===== config.mk =====
export PLATFORM = sky130hd
export DESIGN_NAME = hazard_scoreboard_ctrl
export DESIGN_NICKNAME = d
export VERILOG_FILES = /design/src/rtl/hazard_scoreboard_ctrl.sv
export SDC_FILE = /design/constraint.sdc
export NUM_CORES = 1
export LEC_CHECK = 0
export CAP_MARGIN = 5
export CORE_MARGIN = 2
export CORE_UTILIZATION = 45
export DETAILED_ROUTE_END_ITERATION = 6
export GPL_TIMING_DRIVEN = 1
export PLACE_DENSITY = 0.61
export SLEW_MARGIN = 20
export SYNTH_ARGS = -nofsm -noshare
export SYNTH_HDL_FRONTEND = slang
export SYNTH_SLANG_ARGS = --single-unit

===== constraint.sdc =====
create_clock -name clk -period 4.1 [get_ports clk]
set_clock_uncertainty 0.1 [all_clocks]
set_input_delay 0.41 -clock clk [delete_from_list [all_inputs] [get_ports clk]]
set_output_delay 0.41 -clock clk [all_outputs]
set_load 0.01 [all_outputs]

===== src/rtl/hazard_scoreboard_ctrl.sv =====
// hazard_scoreboard_ctrl: per-register write scoreboard with stall/flush/bubble/freeze sequencing for a 5-stage RV32I core without forwarding.
// Optional macro HAZARD_PERF_EN adds the stall_cycles RAW-stall counter output.
module hazard_scoreboard_ctrl #(
   parameter int MAX_INFLIGHT = 3,
   parameter bit WB_BYPASS    = 1'b1
) (
   input  logic        clk,
   input  logic        rst,
   input  logic [31:0] id_instr,
   input  logic        id_valid,
   input  logic        ex_redirect,
   input  logic        mem_busy,
   input  logic        wb_valid,
   input  logic [4:0]  wb_rd,
   output logic        stall_pc,
   output logic        stall_ifid,
   output logic        flush_ifid,
   output logic        bubble_idex,
   output logic        freeze,
   output logic        illegal_instr
`ifdef HAZARD_PERF_EN
   ,
   output logic [31:0] stall_cycles
`endif
);
   localparam int CW = $clog2(MAX_INFLIGHT + 1);

   logic [6:0]    opc;
   logic [4:0]    rd, rs1, rs2;
   logic          is_lui, is_auipc, is_jal, is_jalr, is_br, is_ld, is_st, is_imm, is_op;
   logic          use1, use2, wr, legal;
   logic          raw1, raw2, raw, issue, dec_en;
   logic [31:0]   inc_v, dec_v;
   logic [CW-1:0] cnt     [32];
   logic [CW-1:0] cnt_nxt [32];
   logic          unused_bits;

   assign opc = id_instr[6:0];
   assign rd  = id_instr[11:7];
   assign rs1 = id_instr[19:15];
   assign rs2 = id_instr[24:20];
   assign unused_bits = ^{id_instr[31:25], id_instr[14:12]};

   assign is_lui   = opc == 7'b0110111;
   assign is_auipc = opc == 7'b0010111;
   assign is_jal   = opc == 7'b1101111;
   assign is_jalr  = opc == 7'b1100111;
   assign is_br    = opc == 7'b1100011;
   assign is_ld    = opc == 7'b0000011;
   assign is_st    = opc == 7'b0100011;
   assign is_imm   = opc == 7'b0010011;
   assign is_op    = opc == 7'b0110011;

   assign use1  = (is_jalr | is_imm | is_ld | is_br | is_st | is_op) & (rs1 != 5'd0);
   assign use2  = (is_br | is_st | is_op) & (rs2 != 5'd0);
   assign wr    = (is_lui | is_auipc | is_jal | is_jalr | is_imm | is_op | is_ld) & (rd != 5'd0);
   assign legal = is_lui | is_auipc | is_jal | is_jalr | is_br | is_ld | is_st | is_imm | is_op;

   // A source whose single pending write retires this cycle is readable through the write-through file.
   assign raw1 = use1 & (cnt[rs1] != '0) &
                 ~(WB_BYPASS & (cnt[rs1] == CW'(1)) & wb_valid & (wb_rd == rs1));
   assign raw2 = use2 & (cnt[rs2] != '0) &
                 ~(WB_BYPASS & (cnt[rs2] == CW'(1)) & wb_valid & (wb_rd == rs2));
   assign raw  = id_valid & (raw1 | raw2);

   assign issue  = id_valid & ~raw & ~ex_redirect & ~mem_busy;
   assign dec_en = wb_valid & ~mem_busy & (wb_rd != 5'd0);
   assign inc_v  = (issue & wr) ? (32'd1 << rd) : 32'd0;
   assign dec_v  = dec_en ? (32'd1 << wb_rd) : 32'd0;

   assign freeze      = mem_busy;
   assign stall_pc    = mem_busy | (~ex_redirect & raw);
   assign stall_ifid  = mem_busy | (~ex_redirect & raw);
   assign flush_ifid  = ~mem_busy & ex_redirect;
   assign bubble_idex = ~mem_busy & (ex_redirect | raw);

   always_comb begin
      cnt_nxt = cnt;
      for (int r = 0; r < 32; r++)
         cnt_nxt[r] = (inc_v[r] & ~dec_v[r] & (cnt[r] != CW'(MAX_INFLIGHT))) ? cnt[r] + CW'(1) :
                      (dec_v[r] & ~inc_v[r] & (cnt[r] != '0))                ? cnt[r] - CW'(1) : cnt[r];
   end

   always_ff @(posedge clk or posedge rst) begin
      if (rst) begin
         for (int r = 0; r < 32; r++) cnt[r] <= '0;
         illegal_instr <= 1'b0;
      end else begin
         cnt <= cnt_nxt;
         if (issue) illegal_instr <= ~legal;
      end
   end

`ifdef HAZARD_PERF_EN
   always_ff @(posedge clk or posedge rst) begin
      if (rst) stall_cycles <= '0;
      else if (raw & ~mem_busy & ~ex_redirect) stall_cycles <= stall_cycles + 32'd1;
   end
`endif
endmodule


==> summary.md <==
| Metric | Value |
|---|---|
| Wire per inst | `21.1 microns` |
| P&R area growth vs syn | `16.7%` |
| Actual slew at the worst max-slew pin | `0.775 ns` |
| Commonest cells in the synthesized netlist | `nand2_1 (90), dfrtp_1 (65), nor2_1 (57), nor3_1 (37), o21ai_0 (36)` |
| Core area | `13200 sq um` |
| Clock buffer depth | `2` |
| HP Class | `reg2reg` |
| Post-Synthesis Mean Instance Area | `8.41 sq um` |
| R2R cell count | `8` |
| Hold_buf cts | `0` |
| Post-synth EDFFs | `0` |
| Routability cong. | `roughly 0.9` |
| Antenna viol nets, final | `0` |
| Vias post-DR | `slightly above 6000` |
| Sum Neg Setup Slack | `0 ns` |
| WHS Endpoint | `cnt[62]$_DFFE_PP0P_` |
| MaxCap Viol Count | `0` |
| Ys Warns | `0` |
| Register area share after synthesis | `about a quarter` |
| Clock power share | `between 30% and 40%` |
| Clk pin slew, worst setup/hold paths | `approximately 0.06 ns` |
| Combinational share of power | `21.2%` |
| Total wire length | `19.8 mm` |
| Die Ht | `approximately 120 microns` |
| Avg Vias per Cell | `between 6 and 7` |
| Crit path DAT | `3.47 ns` |
| Post-Syn Nets | `770` |
| # nets final | `802` |
| Buf+Inv Stages, Crit Path | `3` |
| Static leakage | `2.77 nW` |
| Maximum VDD drop | `just under 0.0002 V` |
| #FFs+latches synth | `65` |
| Switching part of the total | `between 30% and 40%` |
| CP peak stage delay | `roughly 0.78 ns` |
| Dominant synthesized flop cell | `dfrtp_1` |
| Starting DRT DRC Count | `578` |
| Dpl ws | `about 0.062 ns` |
| Sequential share of power | `roughly two fifths` |
| Count leader, synth | `nand2_1` |
| IO buf count | `38` |
| Unrepaired setup endpoints after global routing | `false` |
| Power Internal | `1.40 mW` |
| Flop2flop setup slack | `between 0.8 and 0.9 ns` |
| IO Count | `approximately 50` |
| Yosys top cell area share | `a little over a quarter` |
| Minimum clock period | `approximately 4 ns` |
| Slew Limit Fails | `0` |
| Crit-path most repeated cell | `clkdlybuf4s50_1` |
| # DRC | `0` |
| Critical Path Slowest Stage Cell | `clkdlybuf4s50_1` |
| Fillcell total | `about 1200` |
| Largest cells by area after synthesis | `dfrtp_1 (27%), mux4_2 (11%), nand2_1 (5.5%)` |
| H-tree lvl count | `3` |
| Number of setup buffers added after CTS | `0` |
| Tot GR Track Use | `~28%` |
| Fin. Hold Viols | `0` |
| Crit share post-route | `about 97%` |
| CP Cell Sequence | `clkdlybuf4s50_1 > mux4_2 > nand3_1 > a31oi_1 > nor4_2 > buf_12 > o21ai_0 > a21oi_1 > clkdlybuf4s50_1` |
| Ys async rst share | `100%` |
| Setup WS post-layout | `0.119 ns` |
| Outcome | `finished clean` |
| Num rows | `42` |
| Inserted Diodes | `0` |
| Post-cts sizing count | `0` |
| Hold wc startpoint | `cnt[62]$_DFFE_PP0P_` |
| Die W | `roughly 120 microns` |
| Die area | `about 15000 sq um` |
| Pre-antenna DRT Iters | `4` |
| Vias in the first global route | `around 6000` |
| Max Freq | `about 0.25 GHz` |
| Crit Reg-Reg Endpoint | `cnt[38]$_DFFE_PP0P_` |
| Synth area leader | `dfrtp_1` |
| CTS tree | `built` |
| WP data required | `3.59 ns` |
| CP delay by family, top | `buffers and inverters` |
| FF-to-FF Start | `cnt[54]$_DFFE_PP0P_` |
| Share of layout cells above drive strength 1 | `14.9%` |
| Largest net degree at the start of global routing | `37` |
| Post-Syn Area | `6120 sq um` |
| Switch Pwr | `around 0.61 mW` |
| Clk_lat worst skew | `between 0.3 and 0.4 ns` |
| Grt total ovfl | `0` |
| Pwr/cell area | `roughly 280 nW/um^2` |
| # setup viols final | `0` |
| Max FO, Critical Path | `22` |
| Initial antenna violation count | `0` |
| Post-synthesis cell count | `about 730` |
| CTS Sinks | `65` |
| Crit path kind | `in2out` |
| Clock root buffer | `clkbuf_16` |
| Worst Setup End Kind | `output port` |
| DP HPWL | `between 10 and 15 mm` |
| CP Launch Type | `input pin` |
| Total CTS buffers | `9` |
| First-pass GRT wire length | `about 32 mm` |
| Slew margin rel. | `between 40% and 50%` |
| Initial Util | `46.2%` |
| Synth unique cells | `63` |
| Hold Path Depth | `0` |
-- power by group through the flow --
stage / clock (mW) / combinational [mW] / sequential (mW)
finish: 0.802 / 0.427 / 0.782
global route: 0.838 / 0.463 / 0.791
CTS: 0.815 / 0.423 / 0.778
detailed placement: 0 / 0.420 / 0.789
global placement: 0 / 0.408 / 0.782
floorplan: 0 / 0.285 / 0.758
-- area by class of cell --
type / instances / area (sq um) / share of cell area [%]
clock buffer: 11 / 243 / 3.40
clock inverter: 5 / 55.1 / 0.771
inverter: 20 / 75.1 / 1.05
multi-input combinational: 591 / 4210 / 58.9
sequential: 65 / 1630 / 22.8
tap: 176 / 220 / 3.09
timing repair buffer: 72 / 711 / 9.96
-- logic make-up (layout without fill, tap and decap cells) --
logic type,count (synthesis),count (layout),synth area share (%)
xor gates and xnor gates,15,15,2.15
AOI/OAI and AO/OA,149,149,17.5
buffers and inverters,71,108,5.07
DFF,65,65,26.6
and+or+nand+nor,363,363,31.9
muxes,64,64,16.8
-- through the flow --
stage	instances	util [%]	total power, mW	hold WS [ns]	area, sq um
after global routing	940	53.9	2.09	0.313	7140
after CTS	940	53.8	2.02	0.304	7130
after floorplan	727	-	1.04	0.341	6120
final	940	53.9	2.01	0.305	7140
after detailed placement	924	51.6	1.21	0.293	6830
after global placement	924	51.6	1.19	0.279	6830
-- flip-flops by register name, summed over array words and instances (netlist names) --
| name | count |
|---|---|
| cnt | 64 |
| illegal_instr | 1 |
-- placed cells by master, fill, tap and decap left out, types with 11 or more instances in the layout --
cell type,synthesis,routed
mux4_2,30,30
dfrtp_1,65,65
nand4_1,13,13
or3_1,15,15
clkdlybuf4s50_1,0,38
nand4b_1,12,12
nand3_1,27,27
nor4_1,18,16
buf_4,5,28
nor2_1,57,57
nand2b_1,16,16
mux2i_1,27,27
o21ai_0,36,36
nor2b_1,14,14
nor3_1,37,37
a22o_1,13,13
nand2_1,90,90
o21bai_1,11,11
inv_1,19,18
a21oi_1,15,15
-- worst max path at each step --
stage | depth (start not counted) | slack [ns] | to | from
after global placement | 10 | 0.14 | cnt[38]$_DFFE_PP0P_ | id_instr[22]
after global routing | 9 | 0.02 | bubble_idex | id_instr[22]
after floorplan | 12 | 0.63 | stall_pc | id_instr[20]
final | 9 | 0.12 | bubble_idex | id_instr[22]
after detailed placement | 10 | 0.06 | cnt[38]$_DFFE_PP0P_ | id_instr[22]
after CTS | 9 | 0.14 | bubble_idex | id_instr[22]
-- routing by layer --
layer	track usage [%]	share of wire [%]	vias to the layer above	routed length, microns
met3	3.77	6.2	44	1230
met5	0	0	-	0
met2	45.9	47	226	9320
met4	14.2	3.8	0	756
met1	37.1	43	3046	8500
li1	-	-	2812	-
Power figures use the tool's default switching activity.
